--- src/rtl/cpu_sequencer_pkg.sv ---
// rtl/cpu_sequencer_pkg.sv - phase codes, defaults and state type for the CPU phase sequencer
package cpu_sequencer_pkg;

    localparam int PHASEW = 3;

    localparam logic [PHASEW-1:0] FETCH_PHASE = 3'd0;
    localparam logic [PHASEW-1:0] REG_PHASE   = 3'd1;
    localparam logic [PHASEW-1:0] EXEC_PHASE  = 3'd2;
    localparam logic [PHASEW-1:0] MEM_PHASE   = 3'd3;
    localparam logic [PHASEW-1:0] WB_PHASE    = 3'd4;
    localparam logic [PHASEW-1:0] HALT_PHASE  = 3'd5;
    localparam logic [PHASEW-1:0] FAULT_PHASE = 3'd6;

    localparam int WAIT_MAX_DEF = 15;
    localparam int CNTW_DEF     = 32;

    // State encoding equals the externally visible phase code
    typedef enum logic [PHASEW-1:0] {
        ST_FETCH = FETCH_PHASE,
        ST_REG   = REG_PHASE,
        ST_EXEC  = EXEC_PHASE,
        ST_MEM   = MEM_PHASE,
        ST_WB    = WB_PHASE,
        ST_HALT  = HALT_PHASE,
        ST_FAULT = FAULT_PHASE
    } state_t;

    function automatic logic [PHASEW-1:0] phase_of(input state_t s);
        return PHASEW'(s);
    endfunction

endpackage

--- src/rtl/cpu_sequencer_wait_timer.sv ---
// rtl/cpu_sequencer_wait_timer.sv - clearable up-counter with terminal count for the MEM timeout
module cpu_sequencer_wait_timer #(
    parameter int LIMIT = 15
) (
    input  logic clk,
    input  logic nreset,
    input  logic clear,
    input  logic inc,
    output logic tc
);

    // tc flags the last allowed wait cycle: count has reached LIMIT-1, so one
    // more unready cycle would make LIMIT. LIMIT=0 disables tc entirely.
    localparam int   W      = (LIMIT < 2) ? 1 : $clog2(LIMIT);
    localparam int   TC_VAL = (LIMIT > 0) ? LIMIT - 1 : 0;
    localparam logic TC_EN  = (LIMIT > 0);

    logic [W-1:0] count;

    // Count stalled MEM cycles; clear has priority over increment
    always_ff @(posedge clk) begin
        if (!nreset) begin
            count <= '0;
        end else if (clear) begin
            count <= '0;
        end else if (inc) begin
            count <= count + W'(1);
        end
    end

    assign tc = TC_EN && (count == TC_VAL[W-1:0]);

endmodule

--- src/rtl/cpu_sequencer.sv ---
// rtl/cpu_sequencer.sv - instruction phase sequencer with MEM stall, halt/step and timeout fault
module cpu_sequencer
    import cpu_sequencer_pkg::*;
#(
    parameter int WAIT_MAX = WAIT_MAX_DEF,
    parameter int CNTW     = CNTW_DEF
) (
    input  logic              clk,
    input  logic              nreset,
    input  logic              run,
    input  logic              step,
    input  logic              dec_mem_access,
    input  logic              mem_ready,
    output logic              mem_req,
    output logic [PHASEW-1:0] phase,
    output logic              fetch_en,
    output logic              exec_en,
    output logic              mem_en,
    output logic              cpsr_we_en,
    output logic              wb_en,
    output logic              halted,
    output logic              fault,
    output logic [CNTW-1:0]   retired
);

    state_t state;
    state_t state_nxt;
    logic   step_mode;
    logic   mem_done;
    logic   tmr_clear;
    logic   tmr_inc;
    logic   tmr_tc;

    // MEM completes this cycle: either no access, or the memory answered
    assign mem_done   = (state == ST_MEM) && (!dec_mem_access || mem_ready);
    assign mem_en     = mem_done;
    assign cpsr_we_en = mem_done;

    // Wait counter is held clear outside MEM so it starts at zero on MEM entry
    assign tmr_clear = (state != ST_MEM);
    assign tmr_inc   = (state == ST_MEM) && dec_mem_access && !mem_ready;

    cpu_sequencer_wait_timer #(
        .LIMIT (WAIT_MAX)
    ) u_wait_timer (
        .clk    (clk),
        .nreset (nreset),
        .clear  (tmr_clear),
        .inc    (tmr_inc),
        .tc     (tmr_tc)
    );

    // Next-state decode; a ready on the terminal wait cycle beats the timeout
    always_comb begin
        state_nxt = state;
        case (state)
            ST_HALT:  if (run || step) state_nxt = ST_FETCH;
            ST_FETCH: state_nxt = ST_REG;
            ST_REG:   state_nxt = ST_EXEC;
            ST_EXEC:  state_nxt = ST_MEM;
            ST_MEM: begin
                if (mem_done) begin
                    state_nxt = ST_WB;
                end else if (tmr_tc) begin
                    state_nxt = ST_FAULT;
                end
            end
            ST_WB:    state_nxt = (run && !step_mode) ? ST_FETCH : ST_HALT;
            ST_FAULT: state_nxt = ST_FAULT;
            default:  state_nxt = ST_HALT;
        endcase
    end

    // State, step mode, retire count and registered Moore outputs
    always_ff @(posedge clk) begin
        if (!nreset) begin
            state     <= ST_HALT;
            step_mode <= 1'b0;
            retired   <= '0;
            phase     <= HALT_PHASE;
            fetch_en  <= 1'b0;
            exec_en   <= 1'b0;
            wb_en     <= 1'b0;
            halted    <= 1'b1;
            fault     <= 1'b0;
            mem_req   <= 1'b0;
        end else begin
            state <= state_nxt;

            if ((state == ST_HALT) && (run || step)) begin
                step_mode <= !run;
            end else if ((state == ST_WB) && (state_nxt == ST_HALT)) begin
                step_mode <= 1'b0;
            end

            if (state == ST_WB) begin
                retired <= retired + CNTW'(1);
            end

            phase    <= phase_of(state_nxt);
            fetch_en <= (state_nxt == ST_FETCH);
            exec_en  <= (state_nxt == ST_EXEC);
            wb_en    <= (state_nxt == ST_WB);
            halted   <= (state_nxt == ST_HALT);
            fault    <= (state_nxt == ST_FAULT);
            mem_req  <= (state_nxt == ST_MEM) && dec_mem_access;
        end
    end

endmodule
--- config.mk ---
export PLATFORM = sky130hd
export DESIGN_NAME = cpu_sequencer
export DESIGN_NICKNAME = d
export VERILOG_FILES = /design/src/rtl/cpu_sequencer_pkg.sv /design/src/rtl/cpu_sequencer_wait_timer.sv /design/src/rtl/cpu_sequencer.sv
export SDC_FILE = /design/constraint.sdc
export NUM_CORES = 1
export LEC_CHECK = 0
export CORE_ASPECT_RATIO = 1.2
export CORE_UTILIZATION = 45
export DETAILED_ROUTE_END_ITERATION = 8
export DONT_BUFFER_PORTS = 1
export PLACE_DENSITY = 0.67
export SLEW_MARGIN = 20
export SYNTH_ARGS = -nofsm -noshare
export SYNTH_HDL_FRONTEND = slang
export SYNTH_SLANG_ARGS = --single-unit
--- constraint.sdc ---
create_clock -name clk -period 2 [get_ports clk]
set_input_delay 0.4 -clock clk [delete_from_list [all_inputs] [get_ports clk]]
set_output_delay 0.4 -clock clk [all_outputs]
set_load 0.01 [all_outputs]
==> results of run 1 <==
## power by group
part | internal (mW) | total, mW | switching, mW
registers | 0.950 | 0.976 | 0.0261
logic | 0.0893 | 0.217 | 0.127
clock network | 0.278 | 0.588 | 0.310
total | 1.32 | 1.78 | 0.463
## routing by layer
metal  global-route usage (%)  part of all wire (%)  vias to the layer above
li1                         -                     -                      841
met1                     17.3                    41                      782
met2                     31.8                    52                       39
met3                     7.43                   6.2                        5
met4                     4.47                  0.97                        0
met5                        0                     0                        -
## worst max-delay path, cell delays in order (launching register included)
cell	delay [ns]
dfxtp_1	0.49
nand4_4	0.12
or4_1	0.63
nor4_2	0.25
xor2_1	0.09
and2_1	0.16
## Yosys cell counts (2+ instances only)
cell       n  share of area, %
a21boi_1   3               1.0
a21oi_1    4              0.89
and2_1    29               8.0
and3_1     3              0.83
and4_1     4               1.6
buf_2      3              0.66
buf_4      2              0.66
clkbuf_1   5              0.83
dfxtp_1   46                41
ha_1       3               1.7
inv_1      7               1.2
nand2_1   19               3.2
nand2b_1   2              0.55
nand3_1    7               1.6
nand4_1    9               2.5
nand4_2    2               1.1
nor2_1    10               1.7
nor2b_1    5               1.4
nor3_1     5               1.1
nor4_2    12               6.7
o21ai_0    7               1.6
or3_1      3              0.83
xnor2_1   13               5.0
xor2_1    18               7.0
## cell families (layout without fill, tap and decap cells)
group | count (synthesis) | in the layout | synth area share [%]
xor gates and xnor gates | 31 | 31 | 12.0
adders and majority gates | 3 | 3 | 1.66
DFF | 46 | 46 | 40.8
buffers and inverters | 18 | 38 | 3.82
muxes | 1 | 1 | 0.443
AOI/OAI and AO/OA | 20 | 20 | 5.54
and+or+nand+nor | 117 | 117 | 35.7
## final timing paths
check                                 start          end  cells after the start
worst min register to register    step_mode    step_mode                      2
worst max-delay path            retired[16]  retired[30]                      5
worst max register to register  retired[16]  retired[30]                      5
worst min-delay path                 nreset     state[2]                      1
## sequential cells by signal, summed over array words and instances, names as in the netlist
signal              cells
wb_en                   1
fault                   1
exec_en                 1
u_wait_timer.count      4
retired                32
state                   3
mem_req                 1
step_mode               1
fetch_en                1
halted                  1
## area by class of cell
cell class,count,area share (%)
Multi-Input combinational cell,172,49.3
Sequential cell,46,36.3
Timing Repair Buffer,23,6.80
Clock buffer,6,3.25
Tap cell,58,2.86
Inverter,7,1.04
Clock inverter,2,0.493
## metrics by stage
step	hold WS (ns)	cells	cell area, um2	power (mW)	utilization (%)
floorplan	0.437	236	2260	1.17	-
global placement	0.453	306	2440	1.22	52.0
detailed placement	0.469	306	2440	1.22	52.0
CTS	0.154	314	2540	1.81	54.0
global route	0.150	314	2540	1.88	54.0
finish	0.161	314	2540	1.78	54.0
==> reports/results.md, run 1 <==
| Stage | Parameter | Reported |
|:---|:---|:---|
| final layout | # nets final | 264 |
| sta | Setup repair after global routing missed its margin | false |
| global routing | Number of antenna violations at the first check in global routing | 0 |
| power | Highest ir drop seen on vdd | 0.558 mV |
| sta | Time the final worst path needs with I/O delays and setup | 1.84 ns |
| final layout | Count of fill cells added during filler insertion | 425 |
| yosys | Average size of a mapped cell | 9.56 um2 |
| clock network | Num CTS Buffers | 5 |
| clock network | Clock latency reported for the late side of the worst-skew pair | 0.30 ns |
| final layout | Commonest cells after routing, fill and taps aside | 46 x dfxtp_1, 29 x and2_1, 23 x buf_4, 19 x nand2_1, 18 x xor2_1 |
| die | Effective utilization at floorplan | 48.1% |
| routing | Remaining number of nets flagged by the antenna check after routing | 0 |
| final layout | Footprint of the multi-input gates | 1250 um2 |
| flow run | Max cap viols | 0 |
| setup path | Element type at the critical path end | register |
| clock network | Post-CTS Setup Bufs | 0 |
| sta | Highest achievable clock rate | 542 MHz |
| setup path | Highest net fanout along the worst path | 8 |
| final layout | Post-synthesis to final-layout area growth | 12.4% |
| global routing | Largest net degree at the start of global routing | 40 |
| placed design | GPL Wtd Cong | 0.743 |
| yosys | Number of enable flip-flop cells after synthesis | 0 |
| sta | Worst slew margin relative to its limit | 71.6% |
| clock network | Clock slew at reported path FFs | 0.09 ns |
| die | Number of rows in the core area | 27 |
| placed design | Port-buffer cells | 0 |
| placed design | Post-detailed-placement half-perimeter wirelength | 3090 um |
| power | Pwr Density | 702 nW/um2 |
| sta | Clock Skew | 0.00963 ns |
| setup path | Setup slack, reg-to-reg | 0.16 ns |
| yosys | Count of distinct cell types in the synthesized netlist | 39 |
| die | Die H | 79.6 um |
| clock network | CTS sink count | 46 |
| yosys | Synthesized Nets | 245 |
| final layout | Area taken by flip-flops and latches | 921 um2 |
| routing | Total Wirelength | 4310 um |
| global routing | Overall routing resource usage | 17.3% |
| sta | Total count of hold-check failures in the final report | 0 |
| yosys | Number of warnings printed during yosys synthesis | 0 |
| global routing | Global route overflow | 0 |
| setup path | Data arrival, critical path | 2.04 ns |
| clock network | Clock root buffer | clkbuf_8 |
| clock network | TritonCTS clock tree | yes |
| yosys | Post-synthesis cell count | 236 |
| final layout | Ratio of cells with drive above 1 in the final layout | 19.9% |
| final layout | Most common library cell in the layout ignoring fill and taps | dfxtp_1 |
| routing | Residual DRC count | 0 |
| clock network | H-Tree Depth | 2 |
| yosys | Syn Std Cell Area | 2260 um2 |
| routing | Drt via density | 5.31 |
| clock network | Buffer depth of the longest clock path | 2 |
| setup path | Type of element launching the critical path | register |
| clock network | Cts repair resizes | 0 |
| sta | Setup slack after layout | 0.155 ns |
| sta | Slew Viols, Final | 0 |
| routing | Total vias in the final route | 1,667 |
| die | Count of pins on the block boundary | 49 |
| routing | Initial DRC Count | 49 |
| sta | Share of the cycle needed by the critical path after routing | 92.2% |
| power | Static leakage power | 1.05 nW |
| setup path | Worst Path Required | 2.19 ns |
| die | Core outline area | 4700 um2 |
| routing | Wirelength per Cell | 13.7 um |
| worst hold path | Class of the tightest hold or removal check | primary input to register |
| sta | Least-Margin Pin Slew | 0.425 ns |
| yosys | Number of synthesized register bits | 46 |
| final layout | Antenna diode instance count | 0 |
| die | Full die area | 5300 um2 |
| clock network | Hold buffer count at cts | 0 |
| global routing | Wire length of the first global-routing pass | 7040 um |
| setup path | Kind of critical path | register to register |
| die | Horiz. Die Dim | 66.7 um |
| sta | Post-Route Setup TNS | 0 ns |
| sta | Number of failing setup endpoints in the final timing report | 0 |
| outcome | Status | complete, no violations |
| placed design | Minimum setup slack after placement | 0.158 ns |
| yosys | Most common flop cell mapped by yosys | dfxtp_1 |
| yosys | Proportion of synthesized chip area in sequential cells | 40.8% |
| routing | Iteration count of the initial detailed-routing pass | 4 |
| yosys | Fraction of registers with async set/reset | 0% |
| global routing | Number of global-route vias before repair | 1,620 |
Note: power is estimated with default switching activity, not from simulation.
==> inputs of run 2 (changes only) <==
--- a/config.mk
+++ b/config.mk
@@ -6,10 +6,10 @@
 export NUM_CORES = 1
 export LEC_CHECK = 0
 export CORE_ASPECT_RATIO = 1.2
-export CORE_UTILIZATION = 45
+export CORE_UTILIZATION = 50
 export DETAILED_ROUTE_END_ITERATION = 8
 export DONT_BUFFER_PORTS = 1
-export PLACE_DENSITY = 0.67
+export PLACE_DENSITY = 0.72
 export SLEW_MARGIN = 20
 export SYNTH_ARGS = -nofsm -noshare
 export SYNTH_HDL_FRONTEND = slang
==> run 2 against run 1 <==
Net effect:
- die area decreased by 9.7%
- final cell count down 0.32%
- register-to-register slack better by 0.04 ns
- clock power shrank 2%
- hold slack better by 0.012 ns
==> reports/results.md, run 2 (synthesized netlist as in run 1, its figures left out) <==
| Stage | Parameter | Reported |
|:---|:---|:---|
| final layout | Post-synthesis to final-layout area growth | 12.5% |
| clock network | H-Tree Depth | 2 |
| setup path | Worst Reg2Reg Path Length in Cells | 5 |
| routing | Remaining number of nets flagged by the antenna check after routing | 0 |
| global routing | Largest net degree at the start of global routing | 40 |
| setup path | Startpoint of the worst register-to-register path | retired[16] |
| die | Horiz. Die Dim | 63.3 um |
| sta | Setup repair after global routing missed its margin | false |
| clock network | Buffer depth of the longest clock path | 2 |
| die | Die H | 75.6 um |
| clock network | Clock root buffer | clkbuf_8 |
| setup path | Setup slack, reg-to-reg | 0.19 ns |
| placed design | Post-placement cell count | 305 |
| sta | Slew Viols, Final | 0 |
| power | Highest ir drop seen on vdd | 0.529 mV |
| setup path | Type of element launching the critical path | register |
| clock network | Post-CTS Setup Bufs | 0 |
| setup path | Reg-to-reg critical path endpoint | retired[25] |
| routing | Total Wirelength | 4370 um |
| sta | Number of failing setup endpoints in the final timing report | 0 |
| routing | Residual DRC count | 0 |
| final layout | Commonest cells after routing, fill and taps aside | 46 x dfxtp_1, 29 x and2_1, 24 x buf_4, 19 x nand2_1, 18 x xor2_1 |
| clock network | Hold buffer count at cts | 0 |
| sta | Worst hold slack | 0.173 ns |
| routing | Wirelength per Cell | 14.0 um |
| setup path | CP Capture Point | retired[25] |
| sta | Highest achievable clock rate | 554 MHz |
| power | Static leakage power | 1.05 nW |
| final layout | Register bank with the most flops | retired |
| die | Number of rows in the core area | 26 |
| setup path | Highest net fanout along the worst path | 8 |
| final layout | Antenna diode instance count | 0 |
| global routing | Overall routing resource usage | 19.3% |
| final layout | Max FFs per register | 32 |
| final layout | Core Util, Final | 59.1% |
| clock network | TritonCTS clock tree | yes |
| sta | Post-Route Setup TNS | 0 ns |
| sta | Time the final worst path needs with I/O delays and setup | 1.81 ns |
| global routing | Wire length of the first global-routing pass | 7250 um |
| sta | Total count of hold-check failures in the final report | 0 |
| global routing | Number of antenna violations at the first check in global routing | 0 |
| setup path | Data arrival, critical path | 2.00 ns |
| worst hold path | Class of the tightest hold or removal check | primary input to register |
| flow run | Max cap viols | 0 |
| clock network | Clock slew at reported path FFs | 0.08 ns |
| die | Count of pins on the block boundary | 49 |
| routing | Drt via density | 5.37 |
| final layout | # nets final | 265 |
| clock network | Num CTS Buffers | 5 |
| sta | Least-Margin Pin Slew | 0.398 ns |
| final layout | Ratio of cells with drive above 1 in the final layout | 19.8% |
| sta | Clock Skew | 0.0107 ns |
| global routing | Global route overflow | 0 |
| setup path | Element type at the critical path end | register |
| power | Power consumption | 1.77 mW |
| final layout | Final standard cell count with taps included and fillers excluded | 313 |
| setup path | Worst Path Required | 2.19 ns |
| worst hold path | Worst Hold Depth | 1 |
| power | Pwr Density | 699 nW/um2 |
| die | Effective utilization at floorplan | 52.6% |
| routing | Initial DRC Count | 86 |
| routing | Total vias in the final route | 1,680 |
| die | Full die area | 4790 um2 |
| placed design | GPL Wtd Cong | 0.722 |
| clock network | Clock latency reported for the late side of the worst-skew pair | 0.29 ns |
| placed design | Post-detailed-placement half-perimeter wirelength | 3060 um |
| global routing | Number of global-route vias before repair | 1,637 |
| setup path | CP Launch Point | retired[16] |
| sta | Share of the cycle needed by the critical path after routing | 90.3% |
| setup path | Kind of critical path | register to register |
| sta | Worst slew margin relative to its limit | 73.4% |
| clock network | Cts repair resizes | 0 |
| placed design | Port-buffer cells | 0 |
| clock network | CTS sink count | 46 |
| outcome | Status | complete, no violations |
| die | Core outline area | 4290 um2 |
| final layout | Most common library cell in the layout ignoring fill and taps | dfxtp_1 |
| routing | Iteration count of the initial detailed-routing pass | 4 |
| final layout | Largest registers | retired x32, u_wait_timer.count x4, state x3 |
## run 2: cell count changes in the layout (fill, tap and decap cells not counted)
cell / change
clkbuf_1: +1
clkinvlp_4: -1
buf_4: +1
## run 2: area by class of cell
class	instances	area, um2
clock buffer	7	86.3
clock inverter	1	5.00
fill	388	1760
inverter	7	26.3
multi-input combinational	172	1250
sequential	46	921
tap	56	70.1
timing repair buffer	24	180
## run 2: worst min path at each step
stage	slack, ns	from	endpoint
6_report	0.17	nreset	state[2]
5_1_grt	0.15	nreset	state[2]
4_1_cts	0.16	nreset	state[2]
3_5_place_dp	0.47	nreset	state[2]
3_3_place_gp	0.45	step_mode	step_mode
2_1_floorplan	0.44	step_mode	step_mode
## run 2: metal layers
metal	routed length (um)	global-route usage (%)
met1	1780	19.2
met2	2220	36.4
met3	328	7.78
met4	40	7.07
met5	0	0
## run 2: critical path, stage by stage (launching register included)
cell	delay, ns
dfxtp_1	0.47
nand4_4	0.11
or4_1	0.61
nor4_2	0.25
xor2_1	0.10
and2_1	0.16
## run 2: report_power, final
part / leakage, nW / internal, mW / total, mW / switching (mW)
Combinational: 0.634 / 0.0894 / 0.220 / 0.131
Sequential: 0.372 / 0.950 / 0.978 / 0.0275
Clock: 0.0482 / 0.279 / 0.576 / 0.297
## run 2: per-stage QoR
stage          setup slack (ns)  instance area [um2]
6_report                  0.195                 2540
5_1_grt                  0.0629                 2540
4_1_cts                   0.162                 2540
3_5_place_dp              0.173                 2450
3_3_place_gp              0.221                 2450
2_1_floorplan             0.177                 2260
==> inputs of run 3 (changes only) <==
--- a/config.mk
+++ b/config.mk
@@ -6,10 +6,9 @@
 export NUM_CORES = 1
 export LEC_CHECK = 0
 export CORE_ASPECT_RATIO = 1.2
-export CORE_UTILIZATION = 50
+export CORE_UTILIZATION = 35
 export DETAILED_ROUTE_END_ITERATION = 8
 export DONT_BUFFER_PORTS = 1
-export PLACE_DENSITY = 0.72
 export SLEW_MARGIN = 20
 export SYNTH_ARGS = -nofsm -noshare
 export SYNTH_HDL_FRONTEND = slang
==> run 3 against run 2 <==
Net effect:
- final cell count is 9.9% higher
- hold slack better by 0.0074 ns
- first-iteration DRC count is 37% lower
- fmax is 1.9% lower
- via count is 1.7% higher
- critical path depth stayed put
- sequential power hardly changed
- count of clock-buffer cells in the layout stayed put
- register-to-register slack worse by 0.03 ns
- critical path type unchanged
- critical endpoint is now retired[31]
==> reports/results.md, run 3 (synthesized netlist as in run 1, its figures left out) <==
| Stage | Parameter | Reported |
|:---|:---|:---|
| final layout | Post-synthesis to final-layout area growth | 16.2% |
| final layout | Largest registers | retired x32, u_wait_timer.count x4, state x3 |
| power | Combinational cell fraction of total power | 12.0% |
| routing | Drt via density | 4.97 |
| setup path | Element type at the critical path end | register |
| clock network | Num CTS Buffers | 5 |
| die | Horiz. Die Dim | 75.3 um |
| routing | Residual DRC count | 0 |
| placed design | Port-buffer cells | 0 |
| placed design | Post-placement cell count | 336 |
| power | Highest ir drop seen on vdd | 0.440 mV |
| routing | Iteration count of the initial detailed-routing pass | 4 |
| die | Number of rows in the core area | 31 |
| final layout | Max FFs per register | 32 |
| power | Static leakage power | 1.09 nW |
| setup path | Worst Path Required | 2.20 ns |
| placed design | Post-detailed-placement half-perimeter wirelength | 3440 um |
| sta | Highest achievable clock rate | 544 MHz |
| setup path | Data arrival, critical path | 2.04 ns |
| power | Switching share of power | 24.6% |
| final layout | Antenna diode instance count | 0 |
| placed design | GPL Wtd Cong | 0.707 |
| sta | Worst slew margin relative to its limit | 71.1% |
| die | Effective utilization at floorplan | 36.8% |
| sta | Setup repair after global routing missed its margin | false |
| clock network | TritonCTS clock tree | yes |
| routing | Initial DRC Count | 54 |
| final layout | Count of fill cells added during filler insertion | 615 |
| final layout | Commonest cells after routing, fill and taps aside | 46 x dfxtp_1, 29 x and2_1, 29 x buf_4, 19 x nand2_1, 18 x xor2_1 |
| die | Count of pins on the block boundary | 49 |
| sta | Post-Route Setup TNS | 0 ns |
| power | Sequential power share | 52.0% |
| sta | Time the final worst path needs with I/O delays and setup | 1.84 ns |
| die | Die H | 90.0 um |
| sta | Least-Margin Pin Slew | 0.434 ns |
| clock network | Buffer depth of the longest clock path | 2 |
| final layout | Final standard cell count with taps included and fillers excluded | 344 |
| die | Core outline area | 6130 um2 |
| sta | Clock Skew | 0.0134 ns |
| power | Relative contribution of the clock network to total power | 36.0% |
| global routing | Wire length of the first global-routing pass | 7780 um |
| sta | Share of the cycle needed by the critical path after routing | 92.0% |
| global routing | Largest net degree at the start of global routing | 40 |
| final layout | Ratio of cells with drive above 1 in the final layout | 21.0% |
| clock network | Cts repair resizes | 0 |
| final layout | Most common library cell in the layout ignoring fill and taps | dfxtp_1 |
| setup path | Kind of critical path | register to register |
| flow run | Max cap viols | 0 |
| global routing | Number of antenna violations at the first check in global routing | 0 |
| routing | Total Wirelength | 4770 um |
| clock network | Post-CTS Setup Bufs | 0 |
| final layout | Register bank with the most flops | retired |
| outcome | Status | complete, no violations |
| clock network | H-Tree Depth | 2 |
| global routing | Global route overflow | 0 |
| clock network | CTS sink count | 46 |
| final layout | # nets final | 270 |
| sta | Total count of hold-check failures in the final report | 0 |
| clock network | Clock root buffer | clkbuf_8 |
| setup path | Highest net fanout along the worst path | 8 |
| clock network | Clock latency reported for the late side of the worst-skew pair | 0.30 ns |
| power | Pwr Density | 717 nW/um2 |
| sta | Slew Viols, Final | 0 |
| sta | Number of failing setup endpoints in the final timing report | 0 |
| clock network | Clock slew at reported path FFs | 0.09 ns |
| die | Full die area | 6780 um2 |
| power | Internal power | 1.42 mW |
| clock network | Hold buffer count at cts | 0 |
| power | Switching power summed over all nets | 463 uW |
| global routing | Number of global-route vias before repair | 1,681 |
| global routing | Overall routing resource usage | 14.8% |
| routing | Total vias in the final route | 1,708 |
| worst hold path | Class of the tightest hold or removal check | primary input to register |
| setup path | Type of element launching the critical path | register |
| routing | Wirelength per Cell | 13.9 um |
| routing | Remaining number of nets flagged by the antenna check after routing | 0 |
run 3: cell count changes in the layout (fill, tap and decap cells not counted), sizes merged:
| cell | previous run | this run |
|---|---|---|
| buf | 24 | 29 |
| bufinv | 0 | 1 |
| clkinv | 1 | 0 |
run 3: power groups by stage:
stage          Sequential, mW  Combinational, mW  Clock [mW]
3_5_place_dp            0.999              0.226           0
5_1_grt                 0.982              0.251       0.742
3_3_place_gp             1.00              0.222           0
2_1_floorplan            1.01              0.157           0
4_1_cts                 0.979              0.227       0.705
6_report                0.978              0.226       0.677
run 3: path summary, 6_finish.rpt:
check              startpoint           to  depth (start not counted)  slack [ns]
hold reg to reg     step_mode    step_mode                          2        0.49
setup reg to reg  retired[20]  retired[31]                          5        0.16
hold / removal         nreset     state[2]                          1        0.18
setup / recovery  retired[20]  retired[31]                          5        0.16
run 3: per-layer routing:
layer / part of all wire [%] / GRT usage (%)
met4: 1.2 / 4.17
met1: 42 / 16.6
met5: 0 / 0
met3: 6.3 / 5.16
met2: 50 / 25.8
run 3: area by class of cell:
type	count	area, um2	area share [%]
well taps	82	103	3.91
flip-flops and latches	46	921	35.1
clock buffers	7	76.3	2.91
repair buffers	29	218	8.30
inverters	7	26.3	1.00
clock inverters	1	30.0	1.14
multi-input cells	172	1250	47.6
run 3: critical path: stages (launching register included):
cell	delay [ns]
dfxtp_1	0.34
nand4_1	0.14
or4_1	0.75
nor4_2	0.26
xor2_1	0.10
and2_1	0.16
run 3: through the flow:
stage | power [mW] | setup WS, ns | area, um2 | utilization, % | hold slack (ns)
after detailed placement | 1.23 | 0.159 | 2520 | 41.1 | 0.469
after global placement | 1.22 | 0.215 | 2520 | 41.1 | 0.464
final | 1.88 | 0.161 | 2620 | 42.8 | 0.181
after CTS | 1.91 | 0.147 | 2620 | 42.8 | 0.155
after floorplan | 1.17 | 0.177 | 2260 | - | 0.437
after global routing | 1.98 | 0.0197 | 2620 | 42.8 | 0.144
